--- src/rtl/bram_port_arbiter_if.sv ---
// bram_port_arbiter_if: bundles the requester handshakes, the broadcast BRAM
// port and the returned read data of the point-cloud BRAM arbiter.
// The master side is the surrounding system (requesters and the BRAMs);
// the slave side is the arbiter itself.
interface bram_port_arbiter_if #(
  parameter int ADDR_W = 32,
  parameter int DATA_W = 128,
  parameter int WE_W   = 16
);
  // Requester side
  logic              req_fill;
  logic              req_clr;
  logic              req_feed;
  logic [ADDR_W-1:0] addr_fill;
  logic [ADDR_W-1:0] addr_clr;
  logic [ADDR_W-1:0] addr_feed;
  logic [WE_W-1:0]   we_clr;
  logic [DATA_W-1:0] wdata_clr;
  logic              gnt_fill;
  logic              gnt_clr;
  logic              gnt_feed;
  logic              rvalid_fill;
  logic              rvalid_feed;
  logic [DATA_W-1:0] rdata_x;
  logic [DATA_W-1:0] rdata_y;
  logic [DATA_W-1:0] rdata_z;

  // BRAM side (shared by the x, y and z memories)
  logic [DATA_W-1:0] read_out_x;
  logic [DATA_W-1:0] read_out_y;
  logic [DATA_W-1:0] read_out_z;
  logic [ADDR_W-1:0] bram_addr;
  logic              bram_en;
  logic [WE_W-1:0]   bram_we;
  logic [DATA_W-1:0] bram_wdata;

  // Status
  logic              idle;

  modport master (
    output req_fill, req_clr, req_feed,
    output addr_fill, addr_clr, addr_feed,
    output we_clr, wdata_clr,
    output read_out_x, read_out_y, read_out_z,
    input  gnt_fill, gnt_clr, gnt_feed,
    input  rvalid_fill, rvalid_feed,
    input  rdata_x, rdata_y, rdata_z,
    input  bram_addr, bram_en, bram_we, bram_wdata,
    input  idle
  );

  modport slave (
    input  req_fill, req_clr, req_feed,
    input  addr_fill, addr_clr, addr_feed,
    input  we_clr, wdata_clr,
    input  read_out_x, read_out_y, read_out_z,
    output gnt_fill, gnt_clr, gnt_feed,
    output rvalid_fill, rvalid_feed,
    output rdata_x, rdata_y, rdata_z,
    output bram_addr, bram_en, bram_we, bram_wdata,
    output idle
  );
endinterface

--- src/rtl/bram_port_arbiter.sv ---
// bram_port_arbiter: shares the single port of the x/y/z point-cloud BRAMs
// between the cache-fill reader, the outlier-clear writer and the feeder
// stream reader. One access is granted per cycle; the BRAM port and grants
// are registered, and read data is returned with a tag-tracked valid strobe.
//
// Build option: define BRAM_ARB_RR_EN to replace fixed priority
// (fill > clr > feed with feed starvation override) by round-robin
// arbitration in the order fill -> clr -> feed -> fill.
module bram_port_arbiter #(
  parameter int ADDR_W       = 32,
  parameter int DATA_W       = 128,
  parameter int WE_W         = 16,
  parameter int READ_LATENCY = 1,   // legal 1..3
  parameter int STARVE_LIMIT = 16
) (
  input  logic               clock,
  input  logic               reset_n,
  bram_port_arbiter_if.slave bus
);

  // Source of an access; SRC_NONE also marks writes and empty tag slots.
  typedef enum logic [1:0] {
    SRC_NONE = 2'd0,
    SRC_FILL = 2'd1,
    SRC_CLR  = 2'd2,
    SRC_FEED = 2'd3
  } src_e;

  src_e winner;     // requester picked at the coming edge
  src_e read_src;   // tag pushed into the read pipe at the coming edge

  // ---------------------------------------------------------------------------
  // Arbitration
  // ---------------------------------------------------------------------------
`ifdef BRAM_ARB_RR_EN
  src_e rr_ptr_q;   // requester with highest priority this cycle
  src_e rr_ptr_d;

  // Round-robin pick: search fill -> clr -> feed starting at the pointer.
  always_comb begin
    winner = SRC_NONE;
    unique case (rr_ptr_q)
      SRC_CLR: begin
        if      (bus.req_clr)  winner = SRC_CLR;
        else if (bus.req_feed) winner = SRC_FEED;
        else if (bus.req_fill) winner = SRC_FILL;
      end
      SRC_FEED: begin
        if      (bus.req_feed) winner = SRC_FEED;
        else if (bus.req_fill) winner = SRC_FILL;
        else if (bus.req_clr)  winner = SRC_CLR;
      end
      default: begin
        if      (bus.req_fill) winner = SRC_FILL;
        else if (bus.req_clr)  winner = SRC_CLR;
        else if (bus.req_feed) winner = SRC_FEED;
      end
    endcase
  end

  // Pointer moves to the requester after the last winner; holds when idle.
  always_comb begin
    rr_ptr_d = rr_ptr_q;
    unique case (winner)
      SRC_FILL: rr_ptr_d = SRC_CLR;
      SRC_CLR:  rr_ptr_d = SRC_FEED;
      SRC_FEED: rr_ptr_d = SRC_FILL;
      default:  rr_ptr_d = rr_ptr_q;
    endcase
  end

  // Round-robin pointer register.
  always_ff @(posedge clock) begin
    if (!reset_n) rr_ptr_q <= SRC_FILL;
    else          rr_ptr_q <= rr_ptr_d;
  end
`else
  localparam int CNT_W = $clog2(STARVE_LIMIT + 1);

  logic [CNT_W-1:0] starve_q;
  logic [CNT_W-1:0] starve_d;
  logic             starved;

  // Feed has waited STARVE_LIMIT consecutive cycles: it takes this edge.
  assign starved = bus.req_feed && (starve_q >= CNT_W'(STARVE_LIMIT));

  // Fixed priority fill > clr > feed, with the starvation override on top.
  always_comb begin
    winner = SRC_NONE;
    if      (starved)      winner = SRC_FEED;
    else if (bus.req_fill) winner = SRC_FILL;
    else if (bus.req_clr)  winner = SRC_CLR;
    else if (bus.req_feed) winner = SRC_FEED;
  end

  // Count cycles feed is requesting but losing; any feed grant or a low
  // req_feed restarts the count. It never passes the limit because the
  // override grants feed as soon as the limit is reached.
  always_comb begin
    starve_d = '0;
    if (bus.req_feed && winner != SRC_FEED) starve_d = starve_q + CNT_W'(1);
  end

  // Starvation counter register.
  always_ff @(posedge clock) begin
    if (!reset_n) starve_q <= '0;
    else          starve_q <= starve_d;
  end
`endif

  // ---------------------------------------------------------------------------
  // BRAM port and grant generation
  // ---------------------------------------------------------------------------
  logic [ADDR_W-1:0] addr_q,  addr_d;
  logic [WE_W-1:0]   we_q,    we_d;
  logic [DATA_W-1:0] wdata_q, wdata_d;
  logic              en_q,    en_d;
  logic              gnt_fill_q, gnt_clr_q, gnt_feed_q;

  // Next BRAM command from the winner; address and write data hold when
  // nobody wins so the port does not toggle needlessly.
  // NOTE: every signal gets a default first so no path through the case
  // leaves it unassigned, which would otherwise infer a latch.
  always_comb begin
    addr_d   = addr_q;
    wdata_d  = wdata_q;
    we_d     = '0;
    en_d     = (winner != SRC_NONE);
    read_src = SRC_NONE;
    unique case (winner)
      SRC_FILL: begin
        addr_d   = bus.addr_fill;
        wdata_d  = '0;
        read_src = SRC_FILL;
      end
      SRC_CLR: begin
        addr_d  = bus.addr_clr;
        we_d    = bus.we_clr;
        wdata_d = bus.wdata_clr;
      end
      SRC_FEED: begin
        addr_d   = bus.addr_feed;
        wdata_d  = '0;
        read_src = SRC_FEED;
      end
      default: ;
    endcase
  end

  // Registered BRAM port and one-cycle grant pulses.
  // NOTE: state is updated with non-blocking assignments so every register
  // samples the pre-edge values, independent of statement order.
  always_ff @(posedge clock) begin
    if (!reset_n) begin
      addr_q     <= '0;
      we_q       <= '0;
      wdata_q    <= '0;
      en_q       <= 1'b0;
      gnt_fill_q <= 1'b0;
      gnt_clr_q  <= 1'b0;
      gnt_feed_q <= 1'b0;
    end else begin
      addr_q     <= addr_d;
      we_q       <= we_d;
      wdata_q    <= wdata_d;
      en_q       <= en_d;
      gnt_fill_q <= (winner == SRC_FILL);
      gnt_clr_q  <= (winner == SRC_CLR);
      gnt_feed_q <= (winner == SRC_FEED);
    end
  end

  // ---------------------------------------------------------------------------
  // Read tag pipe: slot 0 holds the access presented to the BRAM this cycle,
  // slot READ_LATENCY-1 the one whose data appears at the next edge, where
  // the registered rvalid picks it up.
  // ---------------------------------------------------------------------------
  src_e tag_q [READ_LATENCY];
  logic rvalid_fill_q, rvalid_feed_q;
  logic pipe_empty;

  // Tag shift register and valid strobes.
  // NOTE: this small tag store is reset on purpose: a stale tag surviving
  // reset would raise rvalid for a read that was discarded.
  always_ff @(posedge clock) begin
    if (!reset_n) begin
      for (int i = 0; i < READ_LATENCY; i++) tag_q[i] <= SRC_NONE;
      rvalid_fill_q <= 1'b0;
      rvalid_feed_q <= 1'b0;
    end else begin
      tag_q[0] <= read_src;
      for (int i = 1; i < READ_LATENCY; i++) tag_q[i] <= tag_q[i-1];
      rvalid_fill_q <= (tag_q[READ_LATENCY-1] == SRC_FILL);
      rvalid_feed_q <= (tag_q[READ_LATENCY-1] == SRC_FEED);
    end
  end

  // True when no read is travelling through the BRAM.
  always_comb begin
    pipe_empty = 1'b1;
    for (int i = 0; i < READ_LATENCY; i++) begin
      if (tag_q[i] != SRC_NONE) pipe_empty = 1'b0;
    end
  end

  // ---------------------------------------------------------------------------
  // Outputs
  // ---------------------------------------------------------------------------
  assign bus.bram_addr   = addr_q;
  assign bus.bram_en     = en_q;
  assign bus.bram_we     = we_q;
  assign bus.bram_wdata  = wdata_q;
  assign bus.gnt_fill    = gnt_fill_q;
  assign bus.gnt_clr     = gnt_clr_q;
  assign bus.gnt_feed    = gnt_feed_q;
  assign bus.rvalid_fill = rvalid_fill_q;
  assign bus.rvalid_feed = rvalid_feed_q;
  assign bus.rdata_x     = bus.read_out_x;
  assign bus.rdata_y     = bus.read_out_y;
  assign bus.rdata_z     = bus.read_out_z;
  assign bus.idle        = !(bus.req_fill || bus.req_clr || bus.req_feed)
                           && pipe_empty && !en_q;

  // ---------------------------------------------------------------------------
  // Sanity properties
  // ---------------------------------------------------------------------------
  a_rvalid_exclusive : assert property (@(posedge clock) disable iff (!reset_n)
    !(rvalid_fill_q && rvalid_feed_q));

  a_gnt_onehot0 : assert property (@(posedge clock) disable iff (!reset_n)
    $onehot0({gnt_fill_q, gnt_clr_q, gnt_feed_q}));

  a_gnt_has_en : assert property (@(posedge clock) disable iff (!reset_n)
    (gnt_fill_q || gnt_clr_q || gnt_feed_q) == en_q);

endmodule

--- src/flat_wrapper.sv ---
// flat-port wrapper written by rule: the top's interface ports become plain ports
module bram_port_arbiter_flat 
#(
  parameter int ADDR_W       = 32,
  parameter int DATA_W       = 128,
  parameter int WE_W         = 16,
  parameter int READ_LATENCY = 1,                
  parameter int STARVE_LIMIT = 16
)
  (clock, reset_n, bus_req_fill, bus_req_clr, bus_req_feed, bus_addr_fill, bus_addr_clr, bus_addr_feed, bus_we_clr, bus_wdata_clr, bus_read_out_x, bus_read_out_y, bus_read_out_z, bus_gnt_fill, bus_gnt_clr, bus_gnt_feed, bus_rvalid_fill, bus_rvalid_feed, bus_rdata_x, bus_rdata_y, bus_rdata_z, bus_bram_addr, bus_bram_en, bus_bram_we, bus_bram_wdata, bus_idle);
  bram_port_arbiter_if #(.ADDR_W(ADDR_W), .DATA_W(DATA_W), .WE_W(WE_W)) bus_i ();
  input  logic clock;
  input  logic reset_n;
  input wire logic [$bits(bus_i.req_fill)-1:0] bus_req_fill;
  input wire logic [$bits(bus_i.req_clr)-1:0] bus_req_clr;
  input wire logic [$bits(bus_i.req_feed)-1:0] bus_req_feed;
  input wire logic [$bits(bus_i.addr_fill)-1:0] bus_addr_fill;
  input wire logic [$bits(bus_i.addr_clr)-1:0] bus_addr_clr;
  input wire logic [$bits(bus_i.addr_feed)-1:0] bus_addr_feed;
  input wire logic [$bits(bus_i.we_clr)-1:0] bus_we_clr;
  input wire logic [$bits(bus_i.wdata_clr)-1:0] bus_wdata_clr;
  input wire logic [$bits(bus_i.read_out_x)-1:0] bus_read_out_x;
  input wire logic [$bits(bus_i.read_out_y)-1:0] bus_read_out_y;
  input wire logic [$bits(bus_i.read_out_z)-1:0] bus_read_out_z;
  output wire logic [$bits(bus_i.gnt_fill)-1:0] bus_gnt_fill;
  output wire logic [$bits(bus_i.gnt_clr)-1:0] bus_gnt_clr;
  output wire logic [$bits(bus_i.gnt_feed)-1:0] bus_gnt_feed;
  output wire logic [$bits(bus_i.rvalid_fill)-1:0] bus_rvalid_fill;
  output wire logic [$bits(bus_i.rvalid_feed)-1:0] bus_rvalid_feed;
  output wire logic [$bits(bus_i.rdata_x)-1:0] bus_rdata_x;
  output wire logic [$bits(bus_i.rdata_y)-1:0] bus_rdata_y;
  output wire logic [$bits(bus_i.rdata_z)-1:0] bus_rdata_z;
  output wire logic [$bits(bus_i.bram_addr)-1:0] bus_bram_addr;
  output wire logic [$bits(bus_i.bram_en)-1:0] bus_bram_en;
  output wire logic [$bits(bus_i.bram_we)-1:0] bus_bram_we;
  output wire logic [$bits(bus_i.bram_wdata)-1:0] bus_bram_wdata;
  output wire logic [$bits(bus_i.idle)-1:0] bus_idle;
  assign bus_i.req_fill = bus_req_fill;
  assign bus_i.req_clr = bus_req_clr;
  assign bus_i.req_feed = bus_req_feed;
  assign bus_i.addr_fill = bus_addr_fill;
  assign bus_i.addr_clr = bus_addr_clr;
  assign bus_i.addr_feed = bus_addr_feed;
  assign bus_i.we_clr = bus_we_clr;
  assign bus_i.wdata_clr = bus_wdata_clr;
  assign bus_i.read_out_x = bus_read_out_x;
  assign bus_i.read_out_y = bus_read_out_y;
  assign bus_i.read_out_z = bus_read_out_z;
  assign bus_gnt_fill = bus_i.gnt_fill;
  assign bus_gnt_clr = bus_i.gnt_clr;
  assign bus_gnt_feed = bus_i.gnt_feed;
  assign bus_rvalid_fill = bus_i.rvalid_fill;
  assign bus_rvalid_feed = bus_i.rvalid_feed;
  assign bus_rdata_x = bus_i.rdata_x;
  assign bus_rdata_y = bus_i.rdata_y;
  assign bus_rdata_z = bus_i.rdata_z;
  assign bus_bram_addr = bus_i.bram_addr;
  assign bus_bram_en = bus_i.bram_en;
  assign bus_bram_we = bus_i.bram_we;
  assign bus_bram_wdata = bus_i.bram_wdata;
  assign bus_idle = bus_i.idle;
  bram_port_arbiter #(.ADDR_W(ADDR_W), .DATA_W(DATA_W), .WE_W(WE_W), .READ_LATENCY(READ_LATENCY), .STARVE_LIMIT(STARVE_LIMIT)) u_core (.clock(clock), .reset_n(reset_n), .bus(bus_i));
endmodule
--- config.mk ---
export PLATFORM = sky130hd
export DESIGN_NAME = bram_port_arbiter_flat
export DESIGN_NICKNAME = d
export VERILOG_FILES = /design/src/rtl/bram_port_arbiter_if.sv /design/src/rtl/bram_port_arbiter.sv /design/src/flat_wrapper.sv
export SDC_FILE = /design/constraint.sdc
export NUM_CORES = 1
export LEC_CHECK = 0
export CAP_MARGIN = 20
export CORE_AREA = 2 2 467 469
export DETAILED_ROUTE_END_ITERATION = 12
export DIE_AREA = 0 0 469 471
export HOLD_SLACK_MARGIN = 0.12
export PLACE_DENSITY = 0.3
export SLEW_MARGIN = 40
export SYNTH_ARGS = -nofsm -noshare
export SYNTH_HDL_FRONTEND = slang
export SYNTH_SLANG_ARGS = --single-unit
--- constraint.sdc ---
create_clock -name clock -period 1.7 [get_ports clock]
set_input_delay 0.34 -clock clock [delete_from_list [all_inputs] [get_ports clock]]
set_output_delay 0.34 -clock clock [all_outputs]
set_load 0.02 [all_outputs]
# After elaboration in Yosys (flattened, before gate mapping)
# Memories as Yosys holds them, arrays and structs flattened.
# Cells that the tools add are included.
# op_classes
add_sub_neg	1
magnitude_cmp	1
eq_ne	6
mux	12
n_reduce_logical	16
# op_table
cell	count
128-bit one-hot mux with 2 select lines	1
32-bit one-hot mux with 3 select lines	1
2-bit two-way mux	5
2-bit == test (second input constant)	3
2-bit nonzero test	3
5-bit by 1-bit adder with 5-bit output (second input constant)	1
5-bit >= comparator (second input constant)	1
2-bit by 1-bit == test with 1-bit output (second input constant)	2
1-bit logical AND	4
1-bit two-way mux	4
2-bit one-hot mux with 2 select lines	1
2-bit AND reduction	2
2-bit OR reduction	2
3-bit nonzero test	1
1-bit zero test	2
1-bit logical OR	2
2-bit inequality test (second input constant)	1
# word_totals
ff_bits	187
mem_bits_rw	2
inputBits	629
out_inout_bits	567
word_cells	47
memories	1
# mem_list
memory	depth	width	rd	rd_ports_with_merged_regs	wr	line_no	source
u_core.tag_q	1	2	1	0	1	bram_port_arbiter.sv:178	src_e tag_q [READ_LATENCY];

# Depth between registers and ports, before layout
# logic_depth
depth_word	7
depth_mapped	7
ltp_nobuf	4

# Worst setup path before layout
# Ideal clock, no wire load.
# synth_path
path_kind	input-to-output
start	input port bus_req_fill
end	output port bus_idle
t_arrival_ps	1561
t_required_ps	1360
slack_ps	-201
cell_stages	5
path_buffers	3
cell_sequence	buf_4 or3_1 clkbuf_1 clkbuf_1 nor4_2
# synth_between
elab_chain_cells	5
# synth_lines
element	line_no	source
start, declared	flat_wrapper.sv:14	input wire logic [$bits(bus_i.req_fill)-1:0] bus_req_fill;
1-bit logical OR (2 in a row)	bram_port_arbiter.sv:221	assign bus.idle = !(bus.req_fill || bus.req_clr || bus.req_feed)
1-bit zero test	bram_port_arbiter.sv:221	
1-bit logical AND (2 in a row)	bram_port_arbiter.sv:222	&& pipe_empty && !en_q;
end, declared	flat_wrapper.sv:37	output wire logic [$bits(bus_i.idle)-1:0] bus_idle;
# No other way between the ends.

# Worst setup path in the final report
# layout_path
start	input port bus_req_clr
end	output port bus_idle
# layout_between
elab_chain_cells	5
# layout_lines
element	line_no	source
start, declared	flat_wrapper.sv:15	input wire logic [$bits(bus_i.req_clr)-1:0] bus_req_clr;
1-bit logical OR (2 in a row)	bram_port_arbiter.sv:221	
1-bit zero test	bram_port_arbiter.sv:221	
1-bit logical AND (2 in a row)	bram_port_arbiter.sv:222	
# No other way between the ends.

==> reports/results.txt <==
Status -> complete, no violations
Post-route minimum period -> 1700 ps
RSZ-0062 raised after global routing -> yes
Largest net degree at the start of global routing -> 118
Crit path kind -> primary input to output port
Worst hold-check path type -> primary input to flip-flop
Core ar. -> 0.216 mm2
P per Cell Area -> 696 mW/mm2
FF/Latch Area -> 0.00379 mm2
VDD IR max -> 0.000867 V
Final Max Slew Viols -> 0
Syn Inst Count -> 1,208
DRT iter0 DRCs -> 271
Mapped cell area -> 0.0112 mm2
RR Endpoint -> u_core.bus.bram_wdata[98]$_SDFFE_PN0P_
Multi-input combinational cell area -> 0.00378 mm2
Worst path required time -> 1360 ps
Cell count of the worst hold path -> 4
Layout Cells excl Fill -> 4,119
Routed vias -> 8,721
Hold worst-path end -> u_core.tag_q[0][0]$_SDFF_PN0_
Worst path buffer plus inverter count -> 2
Layout area overhead -> 49.2%
Die width -> 469 um
DP HPWL -> 86,400 um
I/O Buffers -> 427
Setup crit end kind -> output port
CP cell instances -> buf_6 > or3_4 > nor4_4 > buf_4
Final period utilization -> 99.8%
Worst-Skew Late Latency -> 560 ps
Placed Cells -> 4,078
Delay of the slowest critical-path stage -> 420 ps
Total gr overflow -> 0
WL/cell -> 24.5 um
Top delay family on crit path -> simple AND/OR/NAND/NOR gates
Slew HR -> 57.1%
CTS Sinks -> 189
Total CTS buffers -> 17
Die Ht -> 471 um
Final instance area -> 0.0167 mm2
Fin nets -> 1,875
Final wirelength -> 101,000 um
Htree depth -> 4
Deepest clock path buffer count -> 2
Worst path slowest cell -> or3_4
R2R cell count -> 6
Total chip power -> 0.0117 W
Register area share after synthesis -> 33.7%
Maxcap violations -> 0
Global-route wire length before repair -> 119,000 um
Vias in the first global route -> 8,956
Post-synthesis cell type count -> 33
Worst slew pin tran -> 643 ps
Setup crit start kind -> primary input
Most frequent cells in the layout -> clkdlybuf4s50_1 (240), dfxtp_1 (184), nor2b_2 (101)
Root Driver -> clkbuf_16
Die area -> 0.221 mm2
I/O pin count -> 1,196
Layout cell share with drive strength beyond 1 -> 32.8%
CTS clk-pin slew, worst paths -> 80 ps
Global placement routability congestion -> 0.743
Final setup violation count -> 0
Clk_skew -> 28.1 ps
Commonest non-fill, non-tap cell in the layout -> clkdlybuf4s50_1
P_leak -> 5.33 nW
Post-DP Area -> 0.0161 mm2
Peak Freq -> 589 MHz
Hold path start -> bus_req_feed
Rows -> 171
Vias per cell -> 2.12
# fillers -> 25.2k
Drt first pass iters -> 4
Hold buffer count at cts -> 0
Reg2reg setup slack -> 190 ps
GRT Util Overall -> 8.82%
Antenna viol nets, final -> 0
# DRC -> 0
Worst Path Arrival -> 1360 ps
Max Fanout on Critical Path -> 2
Initial antenna violation count -> 99
YS warnings -> 0
Final hold vios -> 0
Net count after synthesis -> 1,838
Synth Area per Inst -> 9.29 um2
CTS tree -> yes
Initial Util -> 5.19%
R2R Path Start -> u_core.starve_q[4]$_SDFF_PN0_
Synth Register Bits -> 189
power by group:
part | leakage [nW] | internal (W) | switching, W
registers | 1.55 | 0.00460 | 0.000112
clock network | 0.296 | 0.00201 | 0.00278
logic | 3.49 | 0.00107 | 0.00108
total | 5.33 | 0.00768 | 0.00397
per-layer routing:
layer | up-vias | GRT usage (%) | share of wire (%)
li1 | 3668 | - | -
met1 | 3872 | 6.93 | 28
met2 | 686 | 14.3 | 46
met3 | 415 | 7.88 | 19
met4 | 80 | 5.38 | 6.7
met5 | - | 0.0659 | 0.52
synth_stat cells:
| master | count | area, um2 |
|---|---|---|
| nor3b_4 | 1 | 18.8 |
| nor2b_1 | 32 | 200 |
| nand2b_1 | 1 | 6.26 |
| buf_12 | 11 | 220 |
| o21bai_1 | 1 | 7.51 |
| dfxtp_1 | 189 | 3780 |
| nor2b_2 | 100 | 876 |
| nand2_1 | 34 | 128 |
| a22oi_2 | 100 | 1250 |
| and3b_1 | 1 | 8.76 |
| buf_6 | 4 | 45.0 |
| nor4_2 | 1 | 12.5 |
| nand3_1 | 2 | 10.0 |
| buf_1 | 4 | 15.0 |
| and3_1 | 1 | 6.26 |
| or3_1 | 1 | 6.26 |
| a22oi_1 | 28 | 210 |
| ha_1 | 1 | 12.5 |
| nor4bb_4 | 1 | 25.0 |
| o21ai_1 | 13 | 65.1 |
| xor2_1 | 1 | 8.76 |
| a21oi_1 | 97 | 485 |
| o21ai_0 | 51 | 255 |
| inv_1 | 65 | 244 |
| nor3_1 | 1 | 5.00 |
| xnor2_1 | 1 | 8.76 |
| and2_4 | 1 | 8.76 |
| and2_1 | 18 | 113 |
| clkbuf_1 | 31 | 116 |
| or2_2 | 1 | 6.26 |
| buf_2 | 14 | 70.1 |
| buf_4 | 395 | 2970 |
| nor2_1 | 6 | 22.5 |
tightest hold or removal path, cell delays in order:
cell      delay (ps)
clkbuf_2          90
buf_4            130
a21oi_1           60
nor2b_1           90
cell type report:
cell class | instances | share of cell area [%]
repair buffers | 477 | 28.3
diodes | 7 | 0.105
clock buffers | 17 | 2.54
clock inverters | 15 | 1.11
well taps | 2854 | 21.3
inverters | 65 | 1.46
multi-input cells | 495 | 22.6
flip-flops and latches | 189 | 22.6
flip-flops by register name, summed over array words and instances, names as in the netlist:
signal / cells
u_core.bus.bram_addr: 32
u_core.bus.bram_en: 1
u_core.bus.bram_wdata: 128
u_core.bus.bram_we: 16
u_core.bus.gnt_clr: 1
u_core.bus.gnt_feed: 1
u_core.bus.gnt_fill: 1
u_core.bus.rvalid_feed: 1
u_core.bus.rvalid_fill: 1
u_core.starve_q: 5
u_core.tag_q: 2
kinds of logic (layout without fill, tap and decap cells):
family	Yosys count	in the layout	synth area share (%)
buf+inv	524	574	32.8
compound gates	290	290	20.3
simple gates	202	202	13.0
flops	189	189	33.7
xor+xnor	2	2	0.156
fa+ha+maj	1	1	0.112
other cells	0	7	0
how the worst max path moves through the flow:
stage                                        from                                    end  slack (ps)  cells after the start
global route                          bus_req_clr                               bus_idle         -40                      4
CTS                 u_core.tag_q[0][0]$_SDFF_PN0_                               bus_idle         -50                      2
finish                                bus_req_clr                               bus_idle           3                      4
detailed placement                   bus_req_feed  u_core.bus.bram_wdata[0]$_SDFFE_PN0P_        -410                      8
global placement                     bus_req_feed  u_core.bus.bram_wdata[6]$_SDFFE_PN0P_        -410                      8
floorplan                            bus_req_fill                               bus_idle         -80                      5
stage by stage:
| step | setup TNS, ps | hold slack, ps | worst slack [ps] | util, % |
|---|---|---|---|---|
| 5_1_grt | -40.8 | 205 | -40.8 | 7.74 |
| 3_5_place_dp | -58420 | 440 | -408 | 7.45 |
| 3_3_place_gp | -58610 | 435 | -410 | 7.45 |
| 6_report | 0 | 228 | 3.42 | 7.75 |
| 4_1_cts | -67.3 | 247 | -47.1 | 7.73 |
| 2_1_floorplan | -80.9 | 418 | -80.9 | - |
timing repair:
item | 4_1_cts | 5_1_grt
pin swaps | 2 | 2
endpoints found under the setup margin | 125 | 5
setup buffers | 1 | 1
gates resized for setup | 258 | 14
hold endpoints to repair | 0 | 0
Note: power is estimated with default switching activity, not from simulation.
